### src/rtl/lc4_iter_divider.sv
// lc4_iter_divider: multi-cycle unsigned restoring divider for the ALU's
// DIV and MOD operations. One quotient bit is produced per clock, and the
// trial subtraction runs through a 16-bit carry-lookahead adder.
//
// Ports:
//   clk          rising-edge clock
//   rst          asynchronous active-high reset
//   start        request a division (ignored while busy)
//   dividend     unsigned dividend, captured on the accepting edge
//   divisor      unsigned divisor, captured on the accepting edge
//   busy         high while iterations are running
//   done         one-cycle pulse when quotient/remainder were just written
//   quotient     registered quotient (0 on divide-by-zero)
//   remainder    registered remainder (0 on divide-by-zero)
//   div_by_zero  registered flag accompanying a divisor==0 result
//
// cla16: 16-bit adder built from four 4-bit lookahead groups, with a
// second lookahead level across the groups.
//   a, b, cin    operands and carry in
//   sum, cout    result and carry out

module cla16 (
  input  logic [15:0] a,
  input  logic [15:0] b,
  input  logic        cin,
  output logic [15:0] sum,
  output logic        cout
);

  logic [15:0] g;
  logic [15:0] p;
  logic [15:0] c;
  logic [3:0]  gg;
  logic [3:0]  gp;
  logic [4:0]  gc;

  always_comb begin
    g = a & b;
    p = a ^ b;
    for (int unsigned k = 0; k < 4; k++) begin
      gp[k] = &p[4*k +: 4];
      gg[k] = g[4*k+3]
            | (p[4*k+3] & g[4*k+2])
            | (p[4*k+3] & p[4*k+2] & g[4*k+1])
            | (p[4*k+3] & p[4*k+2] & p[4*k+1] & g[4*k]);
    end
    gc[0] = cin;
    gc[1] = gg[0] | (gp[0] & cin);
    gc[2] = gg[1] | (gp[1] & gg[0]) | (gp[1] & gp[0] & cin);
    gc[3] = gg[2] | (gp[2] & gg[1]) | (gp[2] & gp[1] & gg[0])
          | (gp[2] & gp[1] & gp[0] & cin);
    gc[4] = gg[3] | (gp[3] & gg[2]) | (gp[3] & gp[2] & gg[1])
          | (gp[3] & gp[2] & gp[1] & gg[0])
          | (gp[3] & gp[2] & gp[1] & gp[0] & cin);
    c = '0;
    for (int unsigned k = 0; k < 4; k++) begin
      c[4*k] = gc[k];
      for (int unsigned j = 0; j < 3; j++) begin
        c[4*k+j+1] = g[4*k+j] | (p[4*k+j] & c[4*k+j]);
      end
    end
    sum  = p ^ c;
    cout = gc[4];
  end

endmodule

module lc4_iter_divider #(
  parameter int unsigned WIDTH = 16
) (
  input  logic             clk,
  input  logic             rst,
  input  logic             start,
  input  logic [WIDTH-1:0] dividend,
  input  logic [WIDTH-1:0] divisor,
  output logic             busy,
  output logic             done,
  output logic [WIDTH-1:0] quotient,
  output logic [WIDTH-1:0] remainder,
  output logic             div_by_zero
);

  localparam int unsigned CW = $clog2(WIDTH) + 1;

  typedef enum logic [1:0] {
    S_IDLE = 2'd0,
    S_RUN  = 2'd1,
    S_DONE = 2'd2
  } state_t;

  state_t state, state_next;

  logic [WIDTH-1:0] q_sr;
  logic [WIDTH-1:0] d_reg;
  // Partial remainder held in WIDTH bits: after every iteration it is
  // either Rs - D or a rejected Rs < D, so its top (17th) bit is always 0.
  logic [WIDTH-1:0] r_reg;
  logic [CW-1:0]    count;

  logic [WIDTH:0]   rs;
  logic [WIDTH-1:0] diff;
  logic             diff_cout;
  logic             accept;
  logic             load;
  logic             last_iter;
  logic [WIDTH-1:0] r_next;
  logic [WIDTH-1:0] q_next;

  assign rs = {r_reg, q_sr[WIDTH-1]};

  cla16 u_cla (
    .a    (rs[WIDTH-1:0]),
    .b    (~d_reg),
    .cin  (1'b1),
    .sum  (diff),
    .cout (diff_cout)
  );

  // Carry out of Rs[15:0] + ~D + 1 means Rs[15:0] >= D; a set Rs[16]
  // already exceeds any 16-bit divisor.
  assign accept    = rs[WIDTH] | diff_cout;
  assign r_next    = accept ? diff : rs[WIDTH-1:0];
  assign q_next    = {q_sr[WIDTH-2:0], accept};
  assign load      = start && (state != S_RUN);
  assign last_iter = (state == S_RUN) && (count == CW'(WIDTH - 1));

  assign busy = (state == S_RUN);
  assign done = (state == S_DONE);

  always_comb begin
    state_next = state;
    case (state)
      S_IDLE:  if (start) state_next = S_RUN;
      S_RUN:   if (last_iter) state_next = S_DONE;
      S_DONE:  state_next = start ? S_RUN : S_IDLE;
      default: state_next = S_IDLE;
    endcase
  end

  always_ff @(posedge clk or posedge rst) begin
    if (rst) begin
      state <= S_IDLE;
    end else begin
      state <= state_next;
    end
  end

  always_ff @(posedge clk or posedge rst) begin
    if (rst) begin
      q_sr        <= '0;
      d_reg       <= '0;
      r_reg       <= '0;
      count       <= '0;
      quotient    <= '0;
      remainder   <= '0;
      div_by_zero <= 1'b0;
    end else if (load) begin
      q_sr  <= dividend;
      d_reg <= divisor;
      r_reg <= '0;
      count <= '0;
    end else if (state == S_RUN) begin
      q_sr  <= q_next;
      r_reg <= r_next;
      count <= count + CW'(1);
      if (last_iter) begin
        if (d_reg == '0) begin
          quotient    <= '0;
          remainder   <= '0;
          div_by_zero <= 1'b1;
        end else begin
          quotient    <= q_next;
          remainder   <= r_next;
          div_by_zero <= 1'b0;
        end
      end
    end
  end

endmodule

### config.mk
export PLATFORM = sky130hd
export DESIGN_NAME = lc4_iter_divider
export DESIGN_NICKNAME = d
export VERILOG_FILES = /design/src/rtl/lc4_iter_divider.sv
export SDC_FILE = /design/constraint.sdc
export NUM_CORES = 1
export LEC_CHECK = 0
export ABC_AREA = 1
export CAP_MARGIN = 15
export CORE_MARGIN = 2
export CORE_UTILIZATION = 49
export CTS_CLUSTER_DIAMETER = 200
export DETAILED_ROUTE_END_ITERATION = 8
export PLACE_DENSITY = 0.76
export SYNTH_ARGS = -nofsm -noshare
export SYNTH_HDL_FRONTEND = slang
export SYNTH_SLANG_ARGS = --single-unit
### constraint.sdc
create_clock -name clk -period 2.8 [get_ports clk]
set_clock_uncertainty 0.1 [all_clocks]
set_input_delay 0.56 -clock clk [delete_from_list [all_inputs] [get_ports clk]]
set_output_delay 0.56 -clock clk [all_outputs]
set_load 0.03 [all_outputs]
=== After elaboration in Yosys (flattened, before gate mapping) ===
Index checks and enable logic that the tools add are counted.

* Add/sub/neg operators: 1
* Multiply operators: 0
* Div/mod/pow operators: 0
* Magnitude comparators: 0
* Equal/unequal tests: 6
* Shift-type cells: 0
* Multiplexer cells: 14
* Bitwise gates (word level): 83
* Reductions and logical operators: 11

{| class="wikitable"
|+ Operators with widths
! kind !! number
|-
| 16-bit 2-to-1 mux || 7
|-
| 1-bit bitwise AND || 43
|-
| 1-bit bitwise OR || 35
|-
| 16-bit XOR || 2
|-
| 16-bit bitwise AND || 1
|-
| 16-bit logical NOT || 1
|-
| 16-bit inverter || 1
|-
| 4-bit AND reduction || 4
|-
| 5-bit 2-to-1 mux || 2
|-
| 2-bit case mux with 3 select lines || 1
|-
| 5-bit by 1-bit adder with 5-bit output (second input constant) || 1
|-
| 5-bit by 4-bit == test with 1-bit output (second input constant) || 1
|-
| 2-bit 2-to-1 mux || 2
|-
| 2-bit by 1-bit inequality test with 1-bit output (second input constant) || 2
|-
| 3-bit AND reduction || 1
|-
| 2-bit by 1-bit == test with 1-bit output (second input constant) || 1
|-
| 2-bit == test (second input constant) || 1
|-
| 1-bit logical AND || 2
|-
| 2-bit logical NOT || 1
|-
| 1-bit 2-to-1 mux || 2
|-
| 2-bit inequality test (second input constant) || 1
|-
| 2-bit AND reduction || 1
|-
| 2-bit nonzero test || 1
|-
| 1-bit inverter || 1
|}

* Flip-flop bits (word level): 88
* Bits in latches: 0
* RAM bits: 0
* Memory bits (read-only): 0
* Input bits: 35
* Output and inout bits: 35
* Logic and storage cells: 123
* Memories: 0

=== Logic depth before layout (Yosys ltp) ===
* Word-level depth: 20
* Gate-level depth with buffers: 17
* Mapped depth without buffers: 17

=== Cells and area by module ===
From an unflattened synthesis, not the netlist that was laid out.

* Cells, all modules: 552
* Area total of the unflattened synthesis: 4600.7 um2

{| class="wikitable"
|+ By module, submodules not included
! module !! instances !! cells an instance !! area an instance (um2) !! sequential area each (um2)
|-
| lc4_iter_divider || 1 || 453 || 3828.7 || 2202.1
|-
| cla16 || 1 || 99 || 772.0 || 0.0
|}

=== Worst setup path after synthesis ===
OpenSTA, ideal clock, no wires.

* Kind: flip-flop to flip-flop
* Start point: reg q_sr[15]
* End point: reg r_reg[10]
* Library setup time: 0.066 ns
* Arrival: 2.698 ns
* Required time: 2.634 ns
* Slack: -0.064 ns
* Stages on the path, launching flop included: 15
* Path buffers: 0
* Clock period less this slack: 2.864 ns
* Path through: dfrtp_1 > inv_1 > ha_1 > or2_2 > nand2_1 > nand2_1 > nand2_1 > nand3_1 > fa_1 > fa_1 > inv_1 > fa_1 > nand2_1 > nand3_1 > nand2_1

* Cells in the longest elaborated chain, start to end: 14
* Elaborated cells between the ends (all ways): 22
* Classes of those cells: 3 x mux; 18 x bitwise; 1 x reduce/logical

{| class="wikitable"
|+ RTL lines
! element !! line !! text
|-
| from (decl) || 93 || <nowiki>logic [WIDTH-1:0] q_sr;</nowiki>
|-
| from (signal assigned) || 158 || <nowiki>q_sr <= dividend;</nowiki>
|-
| from (signal assigned) || 163 || <nowiki>q_sr <= q_next;</nowiki>
|-
| 16-bit bitwise AND || 38 || <nowiki>g = a & b;</nowiki>
|-
| 1-bit bitwise AND || 45 || <nowiki>| (p[4*k+3] & p[4*k+2] & p[4*k+1] & g[4*k]);</nowiki>
|-
| 1-bit bitwise OR || 45 ||
|-
| 1-bit bitwise AND || 49 || <nowiki>gc[2] = gg[1] | (gp[1] & gg[0]) | (gp[1] & gp[0] & cin);</nowiki>
|-
| 1-bit bitwise OR (2 in a row) || 49 ||
|-
| 1-bit bitwise AND || 59 || <nowiki>c[4*k+j+1] = g[4*k+j] | (p[4*k+j] & c[4*k+j]);</nowiki>
|-
| 1-bit bitwise OR || 59 ||
|-
| 1-bit bitwise AND || 59 ||
|-
| 1-bit bitwise OR || 59 ||
|-
| 16-bit XOR || 62 || <nowiki>sum = p ^ c;</nowiki>
|-
| 16-bit 2-to-1 mux (*) || 122 || <nowiki>assign r_next = accept ? diff : rs[WIDTH-1:0];</nowiki>
|-
| 16-bit 2-to-1 mux (*) || 162 || <nowiki>end else if (state == S_RUN) begin</nowiki>
|-
| 16-bit 2-to-1 mux (*) || 157 || <nowiki>end else if (load) begin</nowiki>
|-
| to (signal assigned) || 164 || <nowiki>r_reg <= r_next;</nowiki>
|-
| to (decl) || 97 || <nowiki>logic [WIDTH-1:0] r_reg;</nowiki>
|}

Every way passes the cells marked *; elsewhere a longest branch is shown, timed or not. The select of a mux whose other input is x is not followed.
A chain may end at the register's enable or synchronous reset.

=== Final worst setup path ===
* Start point: reg d_reg[3]
* End point: reg r_reg[6]

* Cells in the longest elaborated chain, start to end: 15
* Elaborated cells between the ends (all ways): 26
* Classes of those cells: 3 x mux; 22 x bitwise; 1 x reduce/logical

{| class="wikitable"
|+ RTL lines
! element !! line !! text
|-
| from (decl) || 94 || <nowiki>logic [WIDTH-1:0] d_reg;</nowiki>
|-
| from (signal assigned) || 159 || <nowiki>d_reg <= divisor;</nowiki>
|-
| 16-bit inverter (*) || 113 || <nowiki>.b (~d_reg),</nowiki>
|-
| 16-bit XOR || 39 || <nowiki>p = a ^ b;</nowiki>
|-
| 1-bit bitwise AND (on tied branches) || 43, 44, 45 ||
|-
| 1-bit bitwise OR, or another cell as far along || 43 || <nowiki>| (p[4*k+3] & g[4*k+2])</nowiki>
|-
| 1-bit bitwise OR or 1-bit bitwise AND (tied branches) || 44, 45 ||
|-
| 1-bit bitwise OR || 45 ||
|-
| 1-bit bitwise OR || 48 || <nowiki>gc[1] = gg[0] | (gp[0] & cin);</nowiki>
|-
| 1-bit bitwise AND || 59 ||
|-
| 1-bit bitwise OR || 59 ||
|-
| 1-bit bitwise AND || 59 ||
|-
| 1-bit bitwise OR || 59 ||
|-
| 16-bit XOR || 62 ||
|-
| 16-bit 2-to-1 mux (*) || 122 ||
|-
| 16-bit 2-to-1 mux (*) || 162 ||
|-
| 16-bit 2-to-1 mux (*) || 157 ||
|}

Marked as above.

==> results.json <==
{
  "reg2reg_slack_ns": -0.10,
  "setup_violations": 9,
  "cts_tree": "built",
  "final_hold_viol_count": 0,
  "setup-tns-final_ns": -0.581,
  "num_io_pins": 70,
  "slew_violations": 0,
  "final_layout_size_suffix_gt1_share_pct": 14.4,
  "rsz0062_at_grt": "true",
  "synth.largest_area_cell": "dfrtp_1",
  "routabilityCongestion": 0.853,
  "pwr-share-clk_pct": 10.6,
  "syn_area_per_cell_um2": 8.76,
  "maxCapViolCount": 0,
  "vias": 3887,
  "power_frac_seq_pct": 27.5,
  "synthTopCellsByArea": "dfrtp_1 48%, nand2_1 13%, inv_1 6.2%, ha_1 5.2%, fa_1 4.8%",
  "grt.busiest_layer": "met2",
  "start_kind": "register",
  "swShare_pct": 47.3,
  "path_class": "reg -> reg",
  "tightestPinTransition_ns": 0.513,
  "met1_usage_pct": 29.8,
  "cp_max_fo": 3,
  "p_int_w": 0.00440,
  "cts_root_buffer": "clkbuf_8",
  "switching_power_w": 0.00396,
  "antenna_cells": 0,
  "vias_per_cell": 5.33,
  "hold-worst-slack_ns": 0.386,
  "cp-startpoint": "d_reg[3]",
  "min_path_type": "reg -> reg",
  "core_um2": 9150,
  "yosysWarnings": 0,
  "end_kind": "register",
  "finalPower_w": 0.00836,
  "r2r_start": "d_reg[3]",
  "rows": 35,
  "grt_pass1_vias": 3970,
  "cts_buffer_depth": 2,
  "power_density_nw_per_um2": 1440,
  "synth_edf_count": 0,
  "violations": "negative setup slack",
  "drt_iter0_drc": 242,
  "initial_core_util_pct": 50.1,
  "leakage_nw": 2.83,
  "layout_min_cycle_time_ns": 2.90,
  "wire_per_inst_um": 15.5,
  "gr-total-overflow": 0,
  "post-route-drc-count": 0,
  "post-dp-hpwl_um": 7390,
  "routed_wl_um": 11300,
  "numCtsBuffers": 9,
  "slowest_stage": "fa_2",
  "clk_pin_slew_worst_paths_ns": 0.10,
  "antenna_found_initial": 0,
  "synth_cell_type_count": 34,
  "syn2layout_area_growth_pct": 27.0,
  "netlist_top_cells_count": "162 x nand2_1, 88 x dfrtp_1, 76 x inv_1",
  "die_area_um2": 10200,
  "drt-pass1-iter-count": 5,
  "layout_setup_ws_ns": -0.103,
  "timing.critical_path.required_ns": 3.01,
  "clk_latency_ns": 0.37,
  "ys_seq_elements": 88,
  "ant_nets": 0,
  "outcome": "finished, violations left",
  "die_h_um": 101,
  "cts_sinks": 88,
  "cp_slowest_stage_delay_ns": 0.54,
  "synth_most_common_cell": "nand2_1",
  "die_x_um": 101,
  "crit_chain": "inv_2, ha_4, nand2_1, nand2_1, nor2_2, nand2_4, buf_4, fa_2, fa_2, fa_2, inv_1, nand2_1, nand3_1, nand2_1",
  "period_share_pct": 104,
  "vdd_drop_max_uv": 555,
  "yosys_most_used_dff": "dfrtp_1",
  "comb_power_share_pct": 61.9,
  "crit_end": "r_reg[6]",
  "synth.top_cell.area_share_pct": 48.0,
  "rr_endpoint": "r_reg[6]",
  "dp_slack_ns": -0.205,
  "max_freq_mhz": 344,
  "relSlewSlack_pct": 65.8,
  "syn_nets": 589,
  "r2r_cells": 14,
  "crit_top_cell": "nand2_1",
  "ys_async_sr_fraction_pct": 100,
  "grtUsageMet2_pct": 39.7,
  "syn_area_um2": 4590,
  "cts_max_level": 3,
  "synth-seq-area-share_pct": 48.0,
  "grt_use_met3_pct": 3.54,
  "netlist_instances": 524,
  "cp_data_arrival_time_ns": 3.11,
  "io_buffer_count": 69,
  "grt_first_pass_wirelength_um": 18500,
  "grt.total_usage_pct": 23.4,
  "grt_max_degree": 89,
  "fillers": 744,
  "layout.nets": 678
}
==> per-layer routing <==
metal,vias to the layer above,wire length (um)
li1,1854,-
met1,1870,4670
met2,137,5710
met3,26,631
met4,0,247
met5,-,0
==> placed cells by master, fill, tap and decap left out, drive strengths merged, types with 9 or more instances in the layout <==
cell type / n
buf: 30
clkdlybuf4s50: 69
nand4: 21
nor2: 18
clkbuf: 9
inv: 80
ha: 19
nand3: 41
nand2: 168
o21ai: 32
fa: 11
dfrtp: 88
o221ai: 12
==> logic make-up (layout without fill, tap and decap cells) <==
group,after synthesis,in the layout,synth area share (%)
compound gates,54,54,7.55
xor+xnor,4,4,0.764
fa+ha+maj,30,30,9.98
buf+inv,98,192,9.79
flops,88,88,48.0
simple gates,250,250,23.9
==> worst max-delay path, delay by kind of cell (launching register included) <==
| kind | cells | cell delay, ns |
|---|---|---|
| adder cells (fa/ha/maj) | 4 | 1.45 |
| buffers and inverters | 3 | 0.27 |
| flip-flops | 1 | 0.39 |
| AND/OR/NAND/NOR | 7 | 0.64 |
==> metrics by stage <==
stage / cells / utilization, % / cell area (um^2)
2_1_floorplan: 524 / - / 4600
3_3_place_gp: 709 / 59.9 / 5480
3_5_place_dp: 709 / 59.9 / 5480
4_1_cts: 727 / 63.2 / 5780
5_1_grt: 729 / 63.7 / 5830
6_report: 729 / 63.7 / 5830
==> final cells by class <==
class / instances / area [um^2] / share of cell area (%)
flip-flops and latches: 88 / 2200 / 37.8
multi-input cells: 338 / 2070 / 35.5
repair buffers: 99 / 928 / 15.9
inverters: 77 / 293 / 5.02
well taps: 111 / 139 / 2.38
clock buffers: 9 / 124 / 2.13
clock inverters: 7 / 73.8 / 1.27
==> worst min path at each step <==
stage / slack (ns) / cells past startpoint / to / startpoint
2_1_floorplan: 0.35 / 2 / r_reg[15] / r_reg[15]
3_3_place_gp: 0.36 / 2 / remainder[5] / remainder[5]
3_5_place_dp: 0.37 / 2 / remainder[9] / remainder[9]
4_1_cts: 0.39 / 2 / remainder[9] / remainder[9]
5_1_grt: 0.41 / 2 / quotient[0] / quotient[0]
6_report: 0.39 / 2 / remainder[9] / remainder[9]
==> power by group through the flow <==
stage	clock [W]	sequential [W]	combinational (W)
finish	0.000885	0.00230	0.00518
CTS	0.000897	0.00230	0.00495
global placement	0	0.00228	0.00450
detailed placement	0	0.00230	0.00470
global route	0.000944	0.00237	0.00580
floorplan	0	0.00271	0.00281
==> timing repair <==
item | CTS | global route
resized for setup | 20 | 9
hold buffers | 0 | 0
pin swaps | 3 | 2
setup endpoints to repair | 14 | 14
setup buffers | 2 | 2
No activity file was read; power rests on OpenSTA's default activity.
